===== src/rtl/nco_pkg.sv =====
// -----------------------------------------------------------------------------
// nco_pkg
//
// Shared definitions for the nco_sine oscillator:
//   - default parameter values for the oscillator and its quarter-wave table
//   - quad_e        : the four sine quadrants, selected by the top two phase bits
//   - fold_t / fold : maps a quadrant to {neg, mirror}. The table index is
//                     mirrored (i -> ~i) when mirror is set, and the table
//                     value is negated when neg is set.
//   - quarter_sine  : elaboration-time constant function that produces one
//                     quarter-wave table entry,
//                       round(amplitude * sin((k + 0.5) * pi / 2^(addr_w+1)))
//                     using 128-bit Q60 fixed point.
// -----------------------------------------------------------------------------
package nco_pkg;

    localparam int PHASE_W_DEF    = 24;
    localparam int LUT_ADDR_W_DEF = 6;
    localparam int DATA_W_DEF     = 16;
    localparam int AMPLITUDE_DEF  = 32000;

    // Quadrant = phase[PHASE_W-1 -: 2].
    typedef enum logic [1:0] {
        Q0_RISE     = 2'd0,  //  rom[i]
        Q1_FALL     = 2'd1,  //  rom[~i]
        Q2_NEG_FALL = 2'd2,  // -rom[i]
        Q3_NEG_RISE = 2'd3   // -rom[~i]
    } quad_e;

    typedef struct packed {
        logic neg;
        logic mirror;
    } fold_t;

    function automatic fold_t fold(input quad_e q);
        fold_t f;
        f.neg    = 1'b0;
        f.mirror = 1'b0;
        case (q)
            Q0_RISE:     begin f.neg = 1'b0; f.mirror = 1'b0; end
            Q1_FALL:     begin f.neg = 1'b0; f.mirror = 1'b1; end
            Q2_NEG_FALL: begin f.neg = 1'b1; f.mirror = 1'b0; end
            Q3_NEG_RISE: begin f.neg = 1'b1; f.mirror = 1'b1; end
            default:     begin f.neg = 1'b0; f.mirror = 1'b0; end
        endcase
        return f;
    endfunction

    // pi in Q60 (hex expansion 3.243F6A8885A308D...).
    localparam logic signed [127:0] PI_Q60 = 128'sh3243F6A8885A308D;

    // Table entry k of a 2^addr_w quarter-wave table. The angle is sampled at
    // half-step offsets so entry 0 and entry 2^addr_w-1 are symmetric about
    // the quadrant edges; this keeps every entry strictly between 0 and
    // amplitude, so negation of an entry can never overflow.
    // Taylor series in Q60: for |x| < pi/2 the 12-term truncation error is far
    // below 2^-60, so the final rounding matches real-valued arithmetic.
    function automatic int quarter_sine(input int k, input int addr_w, input int amplitude);
        logic signed [127:0] x;
        logic signed [127:0] x2;
        logic signed [127:0] term;
        logic signed [127:0] sum;
        x    = (128'(2 * k + 1) * PI_Q60) >>> (addr_w + 2);
        x2   = (x * x) >>> 60;
        term = x;
        sum  = x;
        for (int n = 1; n <= 12; n++) begin
            term = -((term * x2) >>> 60) / (128'(2 * n) * 128'(2 * n + 1));
            sum  = sum + term;
        end
        return int'((sum * 128'(amplitude) + (128'sd1 <<< 59)) >>> 60);
    endfunction

endpackage


===== src/rtl/nco_sine_rom.sv =====
// -----------------------------------------------------------------------------
// quarter_sine_rom
//
// Synchronous-read quarter-wave sine table. Holds 2^LUT_ADDR_W unsigned
// magnitudes of width DATA_W-1; the sign is applied downstream.
// Contents are built at elaboration by nco_pkg::quarter_sine, so the table
// always tracks LUT_ADDR_W and AMPLITUDE without an external data file.
// The read register has no reset so the table can map onto block ROM.
//
// Ports:
//   clk   in   1             clock
//   addr  in   LUT_ADDR_W    table index
//   data  out  DATA_W-1      registered table value (one-cycle read latency)
// -----------------------------------------------------------------------------
module quarter_sine_rom
    import nco_pkg::*;
#(
    parameter int LUT_ADDR_W = LUT_ADDR_W_DEF,
    parameter int DATA_W     = DATA_W_DEF,
    parameter int AMPLITUDE  = AMPLITUDE_DEF
) (
    input  logic                  clk,
    input  logic [LUT_ADDR_W-1:0] addr,
    output logic [DATA_W-2:0]     data
);

    localparam int DEPTH = 1 << LUT_ADDR_W;

    logic [DATA_W-2:0] table_w [DEPTH];

    for (genvar k = 0; k < DEPTH; k++) begin : g_entry
        localparam int VALUE = quarter_sine(k, LUT_ADDR_W, AMPLITUDE);
        assign table_w[k] = VALUE[DATA_W-2:0];
    end

    always_ff @(posedge clk) begin
        data <= table_w[addr];
    end

endmodule


===== src/rtl/nco_sine.sv =====
// -----------------------------------------------------------------------------
// nco_sine
//
// Numerically controlled oscillator producing signed sine samples.
// A PHASE_W-bit accumulator advances by the active tuning word on every
// accepted tick (en && sample_tick); the sample phase is acc + phase_offset.
// The top LUT_ADDR_W+2 phase bits are folded onto a quarter-wave table.
//
// Pipeline (tick sampled at edge n):
//   edge n   : stage 0 - phase captured (p0, v0), accumulator advanced,
//              ftw_active <= ftw_shadow
//   edge n+1 : stage 1 - registered table read + negate flag (v1)
//   edge n+2 : stage 2 - out_data / out_valid
// The pipeline never stalls so the accumulator always keeps real-time phase.
//
// Output handshake: out_data is offered while out_valid is high and is held
// stable until a cycle with out_valid && out_ready, which consumes it. A new
// stage-2 load always replaces the held sample; if that happens while a sample
// is held and not being consumed, the sticky overrun flag is set. A load in
// the same cycle as a consumption is a normal hand-over.
//
// Ports:
//   clk           in   1        clock
//   rst_n         in   1        asynchronous active-low reset
//   en            in   1        gates sample_tick
//   sample_tick   in   1        request next sample
//   ftw           in   PHASE_W  frequency tuning word
//   ftw_we        in   1        load ftw into the shadow register
//   phase_offset  in   PHASE_W  phase added at every lookup
//   sync_clr      in   1        accumulator clear / phase resync
//   overrun_clr   in   1        clear sticky overrun
//   out_data      out  DATA_W   signed sample
//   out_valid     out  1        out_data valid
//   out_ready     in   1        consumer accepts out_data
//   overrun       out  1        sticky: an unconsumed sample was overwritten
// -----------------------------------------------------------------------------
module nco_sine
    import nco_pkg::*;
#(
    parameter int PHASE_W    = PHASE_W_DEF,
    parameter int LUT_ADDR_W = LUT_ADDR_W_DEF,
    parameter int DATA_W     = DATA_W_DEF,
    parameter int AMPLITUDE  = AMPLITUDE_DEF
) (
    input  logic                      clk,
    input  logic                      rst_n,
    input  logic                      en,
    input  logic                      sample_tick,
    input  logic [PHASE_W-1:0]        ftw,
    input  logic                      ftw_we,
    input  logic [PHASE_W-1:0]        phase_offset,
    input  logic                      sync_clr,
    input  logic                      overrun_clr,
    output logic signed [DATA_W-1:0]  out_data,
    output logic                      out_valid,
    input  logic                      out_ready,
    output logic                      overrun
);

    localparam int TOP_W = LUT_ADDR_W + 2;

    // ---------------------------------------------------------------- stage 0
    logic [PHASE_W-1:0] acc;
    logic [PHASE_W-1:0] ftw_shadow;
    logic [PHASE_W-1:0] ftw_active;
    logic [PHASE_W-1:0] acc_base;
    logic [PHASE_W-1:0] p_full;
    logic [TOP_W-1:0]   p0;
    logic               v0;
    logic               tick_ok;
    logic               unused_p_bits;

    assign tick_ok  = en & sample_tick;
    // sync_clr makes the current lookup start from phase 0 as well.
    assign acc_base = sync_clr ? '0 : acc;
    assign p_full   = acc_base + phase_offset;
    // Bits below the table index are truncated (no dither).
    assign unused_p_bits = ^p_full;

    always_ff @(posedge clk or negedge rst_n) begin
        if (!rst_n) begin
            acc        <= '0;
            ftw_shadow <= '0;
            ftw_active <= '0;
            p0         <= '0;
            v0         <= 1'b0;
        end else begin
            if (ftw_we) begin
                ftw_shadow <= ftw;
            end
            v0 <= tick_ok;
            if (tick_ok) begin
                p0  <= p_full[PHASE_W-1 -: TOP_W];
                // The advance uses the tuning word that was active before
                // this tick; a freshly loaded word takes effect next tick.
                acc        <= acc_base + ftw_active;
                ftw_active <= ftw_shadow;
            end else if (sync_clr) begin
                acc <= '0;
            end
        end
    end

    // ---------------------------------------------------------------- fold
    quad_e                 quad;
    fold_t                 fold_q;
    logic [LUT_ADDR_W-1:0] rom_addr;

    assign quad     = quad_e'(p0[TOP_W-1 -: 2]);
    assign fold_q   = fold(quad);
    assign rom_addr = p0[LUT_ADDR_W-1:0] ^ {LUT_ADDR_W{fold_q.mirror}};

    // ---------------------------------------------------------------- stage 1
    logic [DATA_W-2:0] rom_q;
    logic              neg1;
    logic              v1;

    quarter_sine_rom #(
        .LUT_ADDR_W (LUT_ADDR_W),
        .DATA_W     (DATA_W),
        .AMPLITUDE  (AMPLITUDE)
    ) u_rom (
        .clk  (clk),
        .addr (rom_addr),
        .data (rom_q)
    );

    always_ff @(posedge clk or negedge rst_n) begin
        if (!rst_n) begin
            neg1 <= 1'b0;
            v1   <= 1'b0;
        end else begin
            neg1 <= fold_q.neg;
            v1   <= v0;
        end
    end

    // ---------------------------------------------------------------- stage 2
    logic [DATA_W-1:0] mag;
    logic              consume;

    assign mag     = {1'b0, rom_q};
    assign consume = out_valid & out_ready;

    always_ff @(posedge clk or negedge rst_n) begin
        if (!rst_n) begin
            out_data  <= '0;
            out_valid <= 1'b0;
            overrun   <= 1'b0;
        end else begin
            if (v1) begin
                out_data  <= neg1 ? -mag : mag;
                out_valid <= 1'b1;
            end else if (consume) begin
                out_valid <= 1'b0;
            end
            // Set has priority over clear.
            if (v1 && out_valid && !out_ready) begin
                overrun <= 1'b1;
            end else if (overrun_clr) begin
                overrun <= 1'b0;
            end
        end
    end

endmodule


===== config.mk =====
export PLATFORM = sky130hd
export DESIGN_NAME = nco_sine
export DESIGN_NICKNAME = d
export VERILOG_FILES = /design/src/rtl/nco_pkg.sv /design/src/rtl/nco_sine_rom.sv /design/src/rtl/nco_sine.sv
export SDC_FILE = /design/constraint.sdc
export NUM_CORES = 1
export LEC_CHECK = 0
export BUFFER_PORTS_ARGS = -buffer_cell sky130_fd_sc_hd__buf_2
export CAP_MARGIN = 20
export CORE_UTILIZATION = 50
export DETAILED_ROUTE_END_ITERATION = 10
export GPL_TIMING_DRIVEN = 0
export PLACE_DENSITY = 0.71
export SYNTH_ARGS = -nofsm -noshare
export SYNTH_HDL_FRONTEND = slang
export SYNTH_SLANG_ARGS = --single-unit

===== constraint.sdc =====
create_clock -name clk -period 2.8 [get_ports clk]
set_input_delay 0.14 -clock clk [delete_from_list [all_inputs] [get_ports clk]]
set_output_delay 0.14 -clock clk [all_outputs]
set_load 0.01 [all_outputs]

==> results of run 1 <==
## cell usage after synthesis (10+ instances only)
cell type  number
dfrtp_1       101
inv_1          35
a21oi_1        87
buf_2          23
ha_1           25
nor4bb_1       10
xor2_1         43
xnor2_1        47
buf_1          12
nor2_1         88
nand2_1       152
nor2b_1        12
o21ai_0        93
o211ai_1       15
a21o_1         13
o22ai_1        13
a31oi_1        39
nor3_1         15
clkbuf_1       57
dfxtp_1        15
nand3_1        28
mux2_2         33
## routing by layer
layer	track usage, %	routed length (um)
met1	43.4	12300
met2	46.4	12500
met3	6.68	2320
met4	11.5	793
met5	0	13
## worst min-delay path, delay by kind of cell
family | cells | cell delay (ns)
AO/OA/AOI/OAI | 1 | 0.11
buffers and inverters | 2 | 0.16
## sequential cells by signal (all words and copies together) (netlist names)
name,flops
ftw_shadow,24
acc,24
overrun,1
neg1,1
v1,1
out_valid,1
ftw_active,24
u_rom.data,15
p0,8
out_data,16
v0,1
## repair_timing
action,in CTS,in global routing
pin swaps,8,15
endpoints found under the setup margin,28,22
buffers inserted,5,13
resized for setup,29,41
hold endpoints to repair,73,0
hold buffers,26,0
## per-stage QoR
stage	area (um^2)	setup TNS, ns	power (mW)	setup WS (ns)
3_3_place_gp	9510	-13.88	7.27	-0.692
4_1_cts	10500	0	9.56	0.00346
6_report	10800	0	9.84	0.0378
3_5_place_dp	9540	-12.84	7.18	-0.698
2_1_floorplan	8890	-0.195	5.79	-0.0981
5_1_grt	10800	-0.179	10.4	-0.0572
## power by group through the flow
stage	combinational [mW]	clock (mW)	sequential, mW
6_report	5.20	2.22	2.43
5_1_grt	5.61	2.33	2.48
4_1_cts	4.90	2.24	2.42
3_5_place_dp	4.77	0	2.41
3_3_place_gp	4.87	0	2.40
2_1_floorplan	3.40	0	2.39
## worst paths after layout
kind / start / to / depth (start not counted)
max: acc[0] / acc[22] / 12
min: out_ready / out_valid / 3
max reg2reg: acc[0] / acc[22] / 12
min reg2reg: v0 / v1 / 0
max in group asynchronous: rst_n / acc[1] / 3
min in group asynchronous: rst_n / out_data[3] / 2
## cells in the final DEF (no fill, tap or decap), drive strengths merged, types with 15 or more instances in the layout
master       Yosys  layout
xnor2           47      47
o21ai           94      94
a31oi           39      39
mux2            33      33
o211ai          15      15
nand3           28      28
nand2          152     152
buf             38     122
dlygate4sd3      0      26
xor2            43      43
dfrtp          101     101
a21oi           87      87
nor3            15      15
nor2            88      88
clkbuf          57      75
ha              25      25
dfxtp           15      15
inv             36      44
## cell families after synthesis
kind of cell / count (synthesis) / share of synthesized area, %
multiplexers: 40 / 5.31
XOR/XNOR: 90 / 8.97
AND/OR/NAND/NOR: 361 / 19.4
AO/OA/AOI/OAI: 338 / 24.2
adder cells (fa/ha/maj): 27 / 3.79
buffers and inverters: 133 / 6.18
flip-flops: 116 / 32.2
## cell type report
cell class / instances / area share, %
clock buffer: 18 / 3.98
timing repair buffer: 112 / 7.06
multi-input combinational: 856 / 52.6
inverter: 38 / 1.40
sequential: 116 / 26.3
buffer: 93 / 4.58
tap: 225 / 2.61
clock inverter: 14 / 1.52
==> out/metrics.cfg, run 1 <==
[placement]
place.gp.congestion = 0.936
dp_hpwl_um = 19500
dp_cells = 1398
portBuffers = 67

[worst_setup_path]
r2r_slack_ns = 0.04
cpLargestDelayFamily = compound AO/OA/AOI/OAI gates
crit_slowest_cell = dfrtp_1
cp_max_fo = 5
cp.arrival_ns = 3.10
cp_num_buf_inv = 0
cpPeakStageDelay_ns = 0.39
cp.required_ns = 3.13
path_cells = nor2b_4 -> ha_4 -> ha_1 -> a21o_1 -> a32oi_1 -> o211ai_1 -> a41o_2 -> a21o_1 -> nand2_2 -> a31oi_4 -> a211o_1 -> o211ai_1
endpoint_kind = register
critPathKind = register to register
worst_setup_path_start_kind = register

[final_layout]
layout.nets = 1315
post-route-util_pct = 62.6
antenna_cells = 0
final_cell_count_no_fill = 1472
multi_input_area_um2 = 5670
regArea_um2 = 2830
nFillCells = 1510
synthToLayoutAreaGrowth_pct = 22.6
drive_gt1_share_pct = 19.1

[power]
power_frac_clock_pct = 22.6
p_per_area_nw_per_um2 = 913
intPower_mw = 5.33
swShare_pct = 45.9
power_frac_seq_pct = 24.6
ir_worst_vdd_uv = 661
power.switching_mw = 4.52
power.leakage_nw = 4.56
power_frac_comb_pct = 52.8

[logic_synthesis]
yosys-top-cells-area = dfrtp_1 (29%), nand2_1 (6.5%), o21ai_0 (5.3%)
synthesis.yosys.warnings = 0
synth_edf_count = 0
synth_area_um2 = 8790
yosysTopAreaCell = dfrtp_1
synth_cell_types = 78
yosys_register_bits = 116
ys.flop_type = dfrtp_1
syn-num-nets = 1186
seq_area_frac_synth_pct = 32.2
netlist.area_leader.share_pct = 28.7
syn_avg_cell_area_um2 = 7.96
synthCells = 1105
async_reset_ff_share_pct = 87.1

[timing]
finalCritPeriodShare_pct = 98.7
hold_viol_final = 0
max_freq_ghz = 0.362
worstMarginPinSlew_ns = 0.869
setup_viol = 0
hold_ws_ns = 0.0266
skew_ns = 0.00790
slew_violations = 0
rsz0062_at_grt = true
period_needed_ns = 2.76
maxSlewHeadroom_pct = 41.6

[outcome]
status = completed

[drt]
drtPass1Iterations = 6
drt_iter0_markers = 1128
ant_nets = 0
vias = 9035
wl_per_cell_um = 18.9
wl_um = 27900
post_drt_via_cell_ratio = 6.14
drc = 0

[clock_tree]
clock_latency_ns = 0.42
cts-root-buf = clkbuf_16
cts_sinks = 116
cts_tree = yes
htreeDepth = 4
cts_buffer_depth = 2
clkTransAtPathRegs_ns = 0.06
cts_buffers = 17

[global_routing]
grt_pass1_vias = 8076
grt_overflow = 0
antenna_found_initial = 1
grt_pass1_wl_um = 43400
grt_max_degree = 54
grtUsageTotal_pct = 30.8

[floorplan]
die_w_um = 135
die_height_um = 135
num_rows = 48
core_um2 = 17200
fp.dieArea_um2 = 18100
start_util_pct = 51.0
ios = 74

[hold_path]
worstHoldPathType = primary input to register

[flow_run]
maxCapViolations = 0

No activity file was read; power rests on OpenSTA's default activity.
==> run 2: changes to the inputs <==
PLACE_DENSITY = 0.74   (was 0.71)
==> out/metrics.cfg, run 2 (synthesis results as in run 1) <==
[final_layout]
post-route-util_pct = 62.1
drive_gt1_share_pct = 18.8
final_cell_count_no_fill = 1460
final_common_cell = nand2_1
top_regs = acc (24), ftw_active (24), ftw_shadow (24)
layout.nets = 1302
synthToLayoutAreaGrowth_pct = 21.8
layout_common_cells = nand2_1 (152), dfrtp_1 (99), o21ai_0 (91), nor2_1 (87), a21oi_1 (85)

[power]
p_per_area_nw_per_um2 = 926
power.leakage_nw = 4.55
intPower_mw = 5.48
power.switching_mw = 4.43
power_frac_clock_pct = 22.8
p_total_mw = 9.91
ir_worst_vdd_uv = 560
power_frac_seq_pct = 24.7
power_frac_comb_pct = 52.4
swShare_pct = 44.7

[worst_setup_path]
critPathKind = register to register
reg2regPathDepth = 10
cp.arrival_ns = 3.02
worst_setup_path_start_kind = register
rr_startpoint = acc[13]
cp.required_ns = 3.10
endpoint_kind = register
r2r_end = acc[23]
cp_max_fo = 9
r2r_slack_ns = 0.08

[timing]
hold_ws_ns = 0.0342
max_freq_ghz = 0.367
skew_ns = 0.0102
worstMarginPinSlew_ns = 0.922
maxSlewHeadroom_pct = 38.1
setup_viol = 0
period_needed_ns = 2.72
finalCritPeriodShare_pct = 97.3
hold_viol_final = 0
slew_violations = 0

[floorplan]
start_util_pct = 51.0
num_rows = 48
ios = 74
die_w_um = 135
fp.dieArea_um2 = 18100
core_um2 = 17200
die_height_um = 135

[hold_path]
worstHoldPathType = primary input to register
hold_end = overrun
hp-start = overrun_clr
min_path_cells = 3

[global_routing]
antenna_found_initial = 0
grt_max_degree = 58
grtUsageTotal_pct = 31.4
grt_overflow = 0
grt_pass1_wl_um = 44500
use_met3_pct = 4.99
top_usage_layer = met2
grt_pass1_vias = 8581
met1_usage_pct = 40.4
gr-usage-met2_pct = 51.7

[outcome]
status = completed

[clock_tree]
cts-root-buf = clkbuf_16
clkTransAtPathRegs_ns = 0.06
cts_sinks = 116
cts_buffers = 17
cts_tree = yes
clock_latency_ns = 0.42
cts_buffer_depth = 2
htreeDepth = 4

[drt]
wl_um = 28200
drt_iter0_markers = 879
post_drt_via_cell_ratio = 6.16
drtPass1Iterations = 6
ant_nets = 0
wl_per_cell_um = 19.3
drc = 0
vias = 8999

[placement]
dp_cells = 1398
portBuffers = 67
place.gp.congestion = 0.942
dp_hpwl_um = 19400

[flow_run]
maxCapViolations = 0

## run 2: cell types whose count changed in the layout (fill, tap and decap cells not counted), sizes merged, moves of 4 or more
cell,previous run,this run
inv,44,36
buf,122,116
clkinv,2,7
clkinvlp,4,0
## run 2: stage by stage
| stage | setup WS [ns] | instance area [um^2] | setup TNS (ns) |
|---|---|---|---|
| after floorplan | -0.0981 | 8890 | -0.195 |
| after global placement | -0.660 | 9510 | -12.51 |
| after detailed placement | -0.673 | 9540 | -13.13 |
| after CTS | 0.00501 | 10500 | 0 |
| after global routing | -0.0206 | 10700 | -0.0483 |
| final | 0.0754 | 10700 | 0 |
## run 2: power groups by stage
stage	sequential (mW)	combinational (mW)	clock, mW
floorplan	2.39	3.40	0
global placement	2.39	4.83	0
detailed placement	2.40	4.81	0
CTS	2.41	4.90	2.28
global route	2.50	5.61	2.36
finish	2.45	5.20	2.26
## run 2: repair_timing
item,in CTS,in global routing
endpoints found under the setup margin,25,23
buffers inserted,5,9
hold buffers,25,0
pin swaps,6,13
resized for setup,24,46
hold endpoints to repair,80,0
## run 2: area by class of cell
class                      instances  area [um^2]
fill                            1510         6530
multi-input combinational        856         5680
sequential                       116         2830
timing repair buffer             107          721
clock buffer                      24          482
buffer                            85          435
tap                              225          282
inverter                          38          149
clock inverter                     8          126
antenna                            1         2.50
## run 2: per-layer routing
metal | wire, um | vias up
li1 | - | 4192
met1 | 11900 | 4277
met2 | 13400 | 440
met3 | 1830 | 90
met4 | 1090 | 0
met5 | 0 | -
## run 2: worst max-delay path, cell delays in order (launching register included)
cell and delay, ns:
dfrtp_1 0.35, clkbuf_4 0.19, xnor2_2 0.24, nor4b_4 0.09
o31ai_2 0.33, a21oi_1 0.16, o22ai_2 0.16, nand3_2 0.14
a31oi_4 0.22, mux2_2 0.35, or3_1 0.37
## run 2: how the worst max path moves through the flow
stage / from / endpoint / slack, ns
after floorplan: sync_clr / acc[21] / -0.1
after global placement: p0[6] / u_rom.data[9] / -0.66
after detailed placement: sync_clr / acc[22] / -0.67
after CTS: acc[0] / acc[23] / 0.005
after global routing: ftw_active[1] / acc[22] / -0.02
final: acc[13] / acc[23] / 0.08
